[src/rtl/vpu_alu_ui_mul_seq_pkg.sv]
// Shared types and defaults for the VPU ALU unsigned integer shift-add multiplier.
package vpu_alu_ui_mul_seq_pkg;

  localparam int unsigned OPERAND_WIDTH = 32;

  typedef enum logic [1:0] {
    MUL_IDLE = 2'd0,
    MUL_BUSY = 2'd1,
    MUL_DONE = 2'd2
  } ui_mul_state_t;

endpackage

[src/rtl/vpu_alu_ui_mul_step.sv]
// One shift-add iteration: conditionally add the multiplicand, then shift both operands.
module vpu_alu_ui_mul_step #(
  parameter int unsigned W = 32
) (
  input  logic [2*W-1:0] acc,
  input  logic [2*W-1:0] mcand,
  input  logic [W-1:0]   mplier,
  output logic [2*W-1:0] acc_nxt,
  output logic [2*W-1:0] mcand_nxt,
  output logic [W-1:0]   mplier_nxt,
  output logic           last
);

  // mcand never exceeds op_0 << (W-1), so the 2W-bit sum cannot overflow
  always_comb begin
    acc_nxt    = mplier[0] ? (acc + mcand) : acc;
    mcand_nxt  = mcand << 1;
    mplier_nxt = mplier >> 1;
    last       = (mplier_nxt == '0);
  end

endmodule

[src/rtl/vpu_alu_ui_mul_seq.sv]
// Multi-cycle unsigned multiplier: one multiplier bit per cycle, early exit when
// the remaining multiplier bits are zero, valid/ready on both sides.
module vpu_alu_ui_mul_seq
  import vpu_alu_ui_mul_seq_pkg::*;
#(
  parameter int unsigned OPERAND_WIDTH = vpu_alu_ui_mul_seq_pkg::OPERAND_WIDTH
) (
  input  logic                         clk,
  input  logic                         rst,
  input  logic                         en,
  input  logic [OPERAND_WIDTH-1:0]     op_0,
  input  logic [OPERAND_WIDTH-1:0]     op_1,
  input  logic                         in_valid,
  output logic                         in_ready,
  output logic [2*OPERAND_WIDTH-1:0]   result_o,
  output logic                         out_valid,
  input  logic                         out_ready,
  output logic                         busy_o
);

  localparam int unsigned W     = OPERAND_WIDTH;
  localparam int unsigned RW    = 2 * W;
  localparam int unsigned CNT_W = $clog2(W);
  localparam logic [CNT_W-1:0] CNT_LAST = CNT_W'(W - 1);

  ui_mul_state_t    state_q;
  ui_mul_state_t    state_d;
  logic [RW-1:0]    acc_q;
  logic [RW-1:0]    mcand_q;
  logic [W-1:0]     mplier_q;
  logic [CNT_W-1:0] cnt_q;

  logic [RW-1:0]    acc_nxt;
  logic [RW-1:0]    mcand_nxt;
  logic [W-1:0]     mplier_nxt;
  logic             step_last;
  logic             accept;
  logic             finish;
  logic             drain;

  vpu_alu_ui_mul_step #(
    .W (W)
  ) u_step (
    .acc        (acc_q),
    .mcand      (mcand_q),
    .mplier     (mplier_q),
    .acc_nxt    (acc_nxt),
    .mcand_nxt  (mcand_nxt),
    .mplier_nxt (mplier_nxt),
    .last       (step_last)
  );

  assign accept = in_valid && in_ready;
  assign finish = (cnt_q == CNT_LAST) || step_last;
  assign drain  = (state_q == MUL_DONE) && out_ready;

  // State register
  always_ff @(posedge clk) begin
    if (rst) begin
      state_q <= MUL_IDLE;
    end else begin
      state_q <= state_d;
    end
  end

  // Next state; a drain and a new accept in the same cycle go straight back to BUSY
  always_comb begin
    state_d = state_q;
    unique case (state_q)
      MUL_IDLE: begin
        if (accept) state_d = MUL_BUSY;
      end
      MUL_BUSY: begin
        if (!en) begin
          state_d = MUL_IDLE;
        end else if (finish) begin
          state_d = MUL_DONE;
        end
      end
      MUL_DONE: begin
        if (out_ready) state_d = accept ? MUL_BUSY : MUL_IDLE;
      end
      default: state_d = MUL_IDLE;
    endcase
  end

  // Handshake and status outputs
  always_comb begin
    in_ready = 1'b0;
    busy_o   = 1'b0;
    in_ready = !rst && en && ((state_q == MUL_IDLE) || drain);
    busy_o   = (state_q != MUL_IDLE);
  end

  // Operand, counter and result registers; an abort simply leaves them untouched
  always_ff @(posedge clk) begin
    if (rst) begin
      acc_q     <= '0;
      mcand_q   <= '0;
      mplier_q  <= '0;
      cnt_q     <= '0;
      result_o  <= '0;
      out_valid <= 1'b0;
    end else begin
      if (accept) begin
        acc_q    <= '0;
        mcand_q  <= {{W{1'b0}}, op_0};
        mplier_q <= op_1;
        cnt_q    <= '0;
      end else if ((state_q == MUL_BUSY) && en) begin
        acc_q    <= acc_nxt;
        mcand_q  <= mcand_nxt;
        mplier_q <= mplier_nxt;
        cnt_q    <= cnt_q + CNT_W'(1);
        if (finish) begin
          result_o  <= acc_nxt;
          out_valid <= 1'b1;
        end
      end
      if (drain) begin
        out_valid <= 1'b0;
      end
    end
  end

endmodule

[config.mk]
export PLATFORM = sky130hd
export DESIGN_NAME = vpu_alu_ui_mul_seq
export DESIGN_NICKNAME = d
export VERILOG_FILES = /design/src/rtl/vpu_alu_ui_mul_seq_pkg.sv /design/src/rtl/vpu_alu_ui_mul_step.sv /design/src/rtl/vpu_alu_ui_mul_seq.sv
export SDC_FILE = /design/constraint.sdc
export NUM_CORES = 1
export LEC_CHECK = 0
export CORE_UTILIZATION = 60
export CTS_CLUSTER_DIAMETER = 100
export CTS_CLUSTER_SIZE = 12
export DETAILED_ROUTE_END_ITERATION = 16
export HOLD_SLACK_MARGIN = 0.06
export MAX_ROUTING_LAYER = met4
export PLACE_DENSITY = 0.84
export SLEW_MARGIN = 30
export SYNTH_ARGS = -nofsm -noshare
export SYNTH_HDL_FRONTEND = slang
export SYNTH_SLANG_ARGS = --single-unit
[constraint.sdc]
create_clock -name clk -period 8.9 [get_ports clk]
set_clock_uncertainty 0.1 [all_clocks]
set_input_delay 0.89 -clock clk [delete_from_list [all_inputs] [get_ports clk]]
set_output_delay 0.89 -clock clk [all_outputs]
set_load 0.02 [all_outputs]
==> run metrics, run 1 <==
most frequent cells in the layout 251 x nand2_1, 231 x dfxtp_1, 230 x a21oi_1; Critical Path AT approximately 4700 ps; gr usage total 34.6%; nets 1901; post-synthesis register bit count between 200 and 250; Via density between 6 and 7; final count of hold timing violations 0; post-synthesis mux area share 2.33%; Compound-Gate Fraction of Synth Area between 20% and 30%; post-route ant nets 0; crit path from rst; Synth Area per Inst ~7.8 sq um; largest net degree at the start of global routing between 90 and 100; number of synthesis warnings 0; H-tree levels 1; Area Growth Syn to Fin 14.3%; xor and xnor area share after synthesis about 3.2%; Post-CTS Hold Fix Bufs 0; biggest cell delay along the critical path around 760 ps; Design Power around 2.1 mW; fin crit share roughly 48%; most frequent CP cell buf_4; # Post-CTS Setup Buffers 0; RSZ-0062 raised after global routing no; Die Ht about 150 um; Pre-antenna DRT Iters 6; Mapped Cells 1720; critical path, cell by cell buf_4 > clkinv_1 > o2111a_1 > and2_2 > buf_4 > or2_2 > buf_4 > or3_1 > nor3_1 > a311o_1; DR WL/cell roughly 19 um; ys flop type dfxtp_1; drt drc 0; Worst setup EP type flip-flop; die width approximately 150 um; MaxCap Viol Count 0; met2 wire len around 18 mm; distinct cell type count after synthesis 85; worst min path class flip-flop to flip-flop; Clock Path Buffers 3; pwr/cell area roughly 140 nW/um^2; largest family of logic cells by synthesized area compound AO/OA/AOI/OAI gates; crit-path max FO 78; path type of the worst setup path input pin to flip-flop; GP Congestion approximately 1.0; Setup TNS Final 0 ps; initial DRC count 830; fmax 232 MHz; CTS tree built; Post-synth EDFFs 0; number of setup violations in the final report 0; Lkg Pwr ~5.3 nW; sequential element share of the synthesized area between 30% and 40%; first-pass GRT wire length around 60 mm; most common cell after layout, fill and taps aside nand2_1; clock sinks about 230; Initial Util between 60% and 70%; CTS root buffer clkbuf_16; highest routed layer met4; Synth area leader dfxtp_1; Worst-path clk slew about 60 ps; Diodes inserted 0; IO Count about 140; post-synthesis async set-or-reset flop share 0%; routed via count 13200; CP max-delay cell clkinv_1; vias in the first global route roughly 12000; Area contributors post-synth dfxtp_1 35%, a21oi_1 8.6%, nand2_1 7.1%; Synth Area in Adders between 6 and 7%; post_cts resized 0; metal3 WL approximately 3 mm; Worst-Margin Slew 981 ps; outcome complete, no violations; Critical Path End acc_q[62]; Final Critical Period between 4000 and 5000 ps; antenna violations before repair 0; worst reg2reg startpoint mcand_q[0]; grt total ovfl 0; Max-Slew Margin vs Limit 34.6%; share of layout cells above drive strength 1 between 4 and 5%; Core Area between 20000 and 25000 sq um; Post-Synth Simple-Gate Area 19.2%; Mapped Area 13400 sq um; worst skew pair latency between 500 and 600 ps; WL met1 around 17 mm; startpoint types input pin; Synth Net Count 1855; Critical R2R Capture result_o[50]; DPL Wire Length 27.1 mm; total detailed-routing wirelength slightly below 40 mm; CP required about 9300 ps; full die area 22900 sq um; Worst VDD drop about 0.15 mV; TritonCTS Buffers 23; R2R setup slack 5060 ps; final max-slew violation count 0; row cnt 54; final core utilization between 60 and 70%; top-area cell type share of the netlist area between 30% and 40%; PortBufs ~140; worst r2r path cells 11
sequential cells by signal, indices dropped and copies added (netlist names):
register / flops
acc_q: 64
mcand_q: 64
result_o: 64
mplier_q: 32
cnt_q: 5
state_q: 2
out_valid: 1
cell type report:
cell class              instances  area (sq um)
inverters                      32           120
flip-flops and latches        232          4650
multi-input cells            1330          8130
clock inverters                 1          8.76
well taps                     280           350
clock buffers                  23           576
fillers                      1846          6550
repair buffers                147          1440
worst min path at each step:
stage                             end  cells after the start        start  slack, ps
after floorplan              cnt_q[4]                      2     cnt_q[4]        340
after global placement       cnt_q[4]                      2     cnt_q[4]        350
after detailed placement     cnt_q[4]                      2     cnt_q[4]        360
after CTS                    cnt_q[4]                      2     cnt_q[4]        370
after global routing      mcand_q[47]                      2  mcand_q[46]        390
final                        cnt_q[4]                      2     cnt_q[4]        360
power breakdown:
group	total [mW]	switching, mW	internal, mW
logic	0.160	0.0944	0.0658
clock network	0.843	0.387	0.456
registers	1.07	0.0132	1.06
total	2.07	0.495	1.58
synthesized netlist by cell type (8+ instances only):
library cell and n:
nor2_1 138, o21a_1 16, nand4_1 35, and4_1 10, xor2_1 18, inv_1 30, xnor2_1 31, dfxtp_1 232
o211ai_1 8, a211oi_1 62, o21bai_1 17, nand3_1 39, nand2_1 252, or3_1 11, a21oi_1 230, mux2i_1 30
ha_1 65, nor4_1 12, a22oi_1 63, clkbuf_1 116, o21ai_0 84, a31oi_1 23, a21o_1 33, nor3_1 33
critical path, delay by kind of cell:
| family | cells | cell delay [ps] |
|---|---|---|
| compound gates | 2 | 530 |
| buf+inv | 4 | 1950 |
| simple gates | 4 | 1180 |
cells by family (layout without fill, tap and decap cells):
| family | count (synthesis) | in the layout |
|---|---|---|
| AOI/OAI and AO/OA | 615 | 615 |
| and+or+nand+nor | 569 | 569 |
| DFF | 232 | 232 |
| buffers and inverters | 158 | 203 |
| adders and majority gates | 66 | 66 |
| xor gates and xnor gates | 49 | 49 |
| muxes | 31 | 31 |
through the flow:
step	instance area, sq um	hold WS, ps	cells	setup WS, ps
after detailed placement	14700	359	2021	4180
after global routing	15300	387	2045	4340
after global placement	14700	346	2021	4240
after floorplan	13400	341	1720	5850
final	15300	363	2045	4580
after CTS	15300	367	2045	4680
per-layer routing:
metal,global-route usage (%),up-vias
met1,45.3,6190
li1,-,6394
met2,54.0,515
met4,11.1,0
met5,-,-
met3,6.20,93
(Power assumes the default switching activity.)
==> inputs of run 2 (changes only) <==
CORE_UTILIZATION = 58   (was 60)
PLACE_DENSITY = 0.81   (was 0.84)
clock period = 4.46 ns   (was 8.9 ns; I/O delays follow)
==> run 2 against run 1 <==
Die area grew 3.4%. Global-route usage shrank 0.42 points. Register-to-register slack lost 4300 ps. Count of clock-buffer cells in the layout is the same. Combinational power grew 100%. Utilization shrank 2.2 points. Sequential cell count is the same. Critical path depth is the same. Cell count grew 0.68%. Hold slack lost 17 ps. Sequential power grew 99%. Worst setup slack lost 3800 ps. Highest routed layer unchanged.
==> run metrics, run 2 (synthesis results as in run 1) <==
RSZ-0062 raised after global routing no; grt total ovfl 0 (unchanged); Core Area 22600 sq um (+3.7%); most frequent cells in the layout 252 x nand2_1, 231 x dfxtp_1, 230 x a21oi_1; post_cts resized 0 (unchanged); Worst-path clk slew 60 ps (about the same); Lkg Pwr 5.37 nW (+0.90%); initial DRC count 1011 (+22%); met2 GRT Util 54.6% (+0.55 points); row cnt 55 (+1.9%); final max-slew violation count 0 (unchanged); clock sinks 232 (unchanged); drt drc 0 (unchanged); IO Count 136 (unchanged); Worst VDD drop 0.284 mV (+92%); fillers 1925 (+4.3%); Critical Path AT 3980 ps (-690 ps); startpoint types flip-flop; DPL Wire Length 27.9 mm (+2.8%); CTS tree built; MaxCap Viol Count 0 (unchanged); Regs by FF count acc_q (64), mcand_q (64), result_o (64); largest net degree at the start of global routing 81 (-18%); share of layout cells above drive strength 1 4.68% (+0.43 points); fin crit share roughly 83%; post-route ant nets 0 (unchanged); Inst Count DP 2034 (+0.64%); Final Critical Period between 3000 and 4000 ps; Max-Slew Margin vs Limit 34.3% (-0.34 points); path type of the worst setup path flip-flop to flip-flop; worst skew pair latency 540 ps (+20 ps); fmax between 200 and 300 MHz; outcome complete, no violations; CP required 4750 ps (-4500 ps); Diodes inserted 0 (unchanged); PortBufs 135 (unchanged); setup ws final 768 ps (-3820 ps); first-pass GRT wire length 64.2 mm (+4.6%); Via density 6.41 (-0.68%); DR WL/cell 19.2 um (+0.38%); number of setup violations in the final report 0 (unchanged); CTS root buffer clkbuf_16; gr usage total 34.2% (-0.42 points); Post-CTS Hold Fix Bufs 0 (unchanged); routed via count 13200 (unchanged); H-tree levels 1 (unchanged); final count of hold timing violations 0 (unchanged); Initial Util 59.0% (-2.2 points); Setup TNS Final 0 ps (unchanged); GR peak layer met2; full die area 23600 sq um (+3.4%); nets 1909 (+0.42%); total detailed-routing wirelength 39.5 mm (+1.1%); Die Ht 154 um (+1.7%); Area Growth Syn to Fin 14.9%; worst min path class input pin to flip-flop; met3 usage 4.79% (-1.4 points); most common cell after layout, fill and taps aside nand2_1; crit-path max FO 3 (-96%); pwr/cell area 273 nW/um^2 (+100%); pre-CTS WS 868 ps (-3310 ps); TritonCTS Buffers 23 (unchanged); met1 usage 45.1% (-0.15 points); antenna violations before repair 0 (unchanged); Worst setup EP type flip-flop; non-filler instance count after layout 2059 (+0.68%); Pre-antenna DRT Iters 5 (-1); # Post-CTS Setup Buffers 0 (unchanged); vias in the first global route 12300 (+3.1%); Worst-Margin Slew 986 ps (+5.03 ps); Clock Path Buffers 3 (unchanged); die width 154 um (+1.7%); GP Congestion 1.01 (+0.67%)
[run 2: changes by cell type in the layout (fill, tap and decap cells not counted)]
cell / delta
buf_4: +9
buf_6: -1
inv_16: +1
nand2_1: +1
nand2_2: -1
[run 2: path summary, 6_finish.rpt]
path                        to  startpoint  cells after the start  slack [ps]
setup / recovery  result_o[60]    acc_q[0]                     10         770
hold / removal    result_o[59]         rst                      5         350
setup reg to reg  result_o[60]    acc_q[0]                     10         770
hold reg to reg       cnt_q[4]    cnt_q[4]                      2         360
[run 2: critical path, stage by stage (launching register included)]
cell and delay [ps]:
dfxtp_1 330, ha_1 250, fa_1 410, a21oi_1 270, o211a_1 230, nor3b_1 90
o31a_1 370, o2111ai_1 430, nand2_1 220, o311ai_0 660, o21ai_0 180
[run 2: per-stage QoR]
step	power (mW)	util, %	hold slack (ps)	area, sq um
2_1_floorplan	2.36	-	341	13400
3_3_place_gp	2.49	65.1	348	14700
3_5_place_dp	2.50	65.1	358	14700
4_1_cts	4.20	67.8	341	15400
5_1_grt	4.32	67.8	386	15400
6_report	4.19	67.8	346	15400
[run 2: layout make-up]
type                    count  area, sq um  area share [%]
well taps                 285          357            2.32
clock buffers              23          576            3.75
inverters                  32          120           0.782
clock inverters             2         28.8           0.187
multi-input cells        1330         8130            52.9
flip-flops and latches    232         4650            30.3
repair buffers            155         1500            9.76
[run 2: power by group]
| group | leakage, nW | total (mW) | switching [mW] | internal (mW) |
|---|---|---|---|---|
| Clock | 0.298 | 1.73 | 0.814 | 0.920 |
| Combinational | 3.20 | 0.323 | 0.191 | 0.133 |
| Sequential | 1.87 | 2.13 | 0.0250 | 2.11 |
[run 2: routing by layer]
metal	vias to the layer above	wire [um]	share of wire, %
li1	6392	-	-
met1	6275	17600	44
met2	458	18300	46
met3	67	2620	6.6
met4	0	1060	2.7
met5	-	0	0
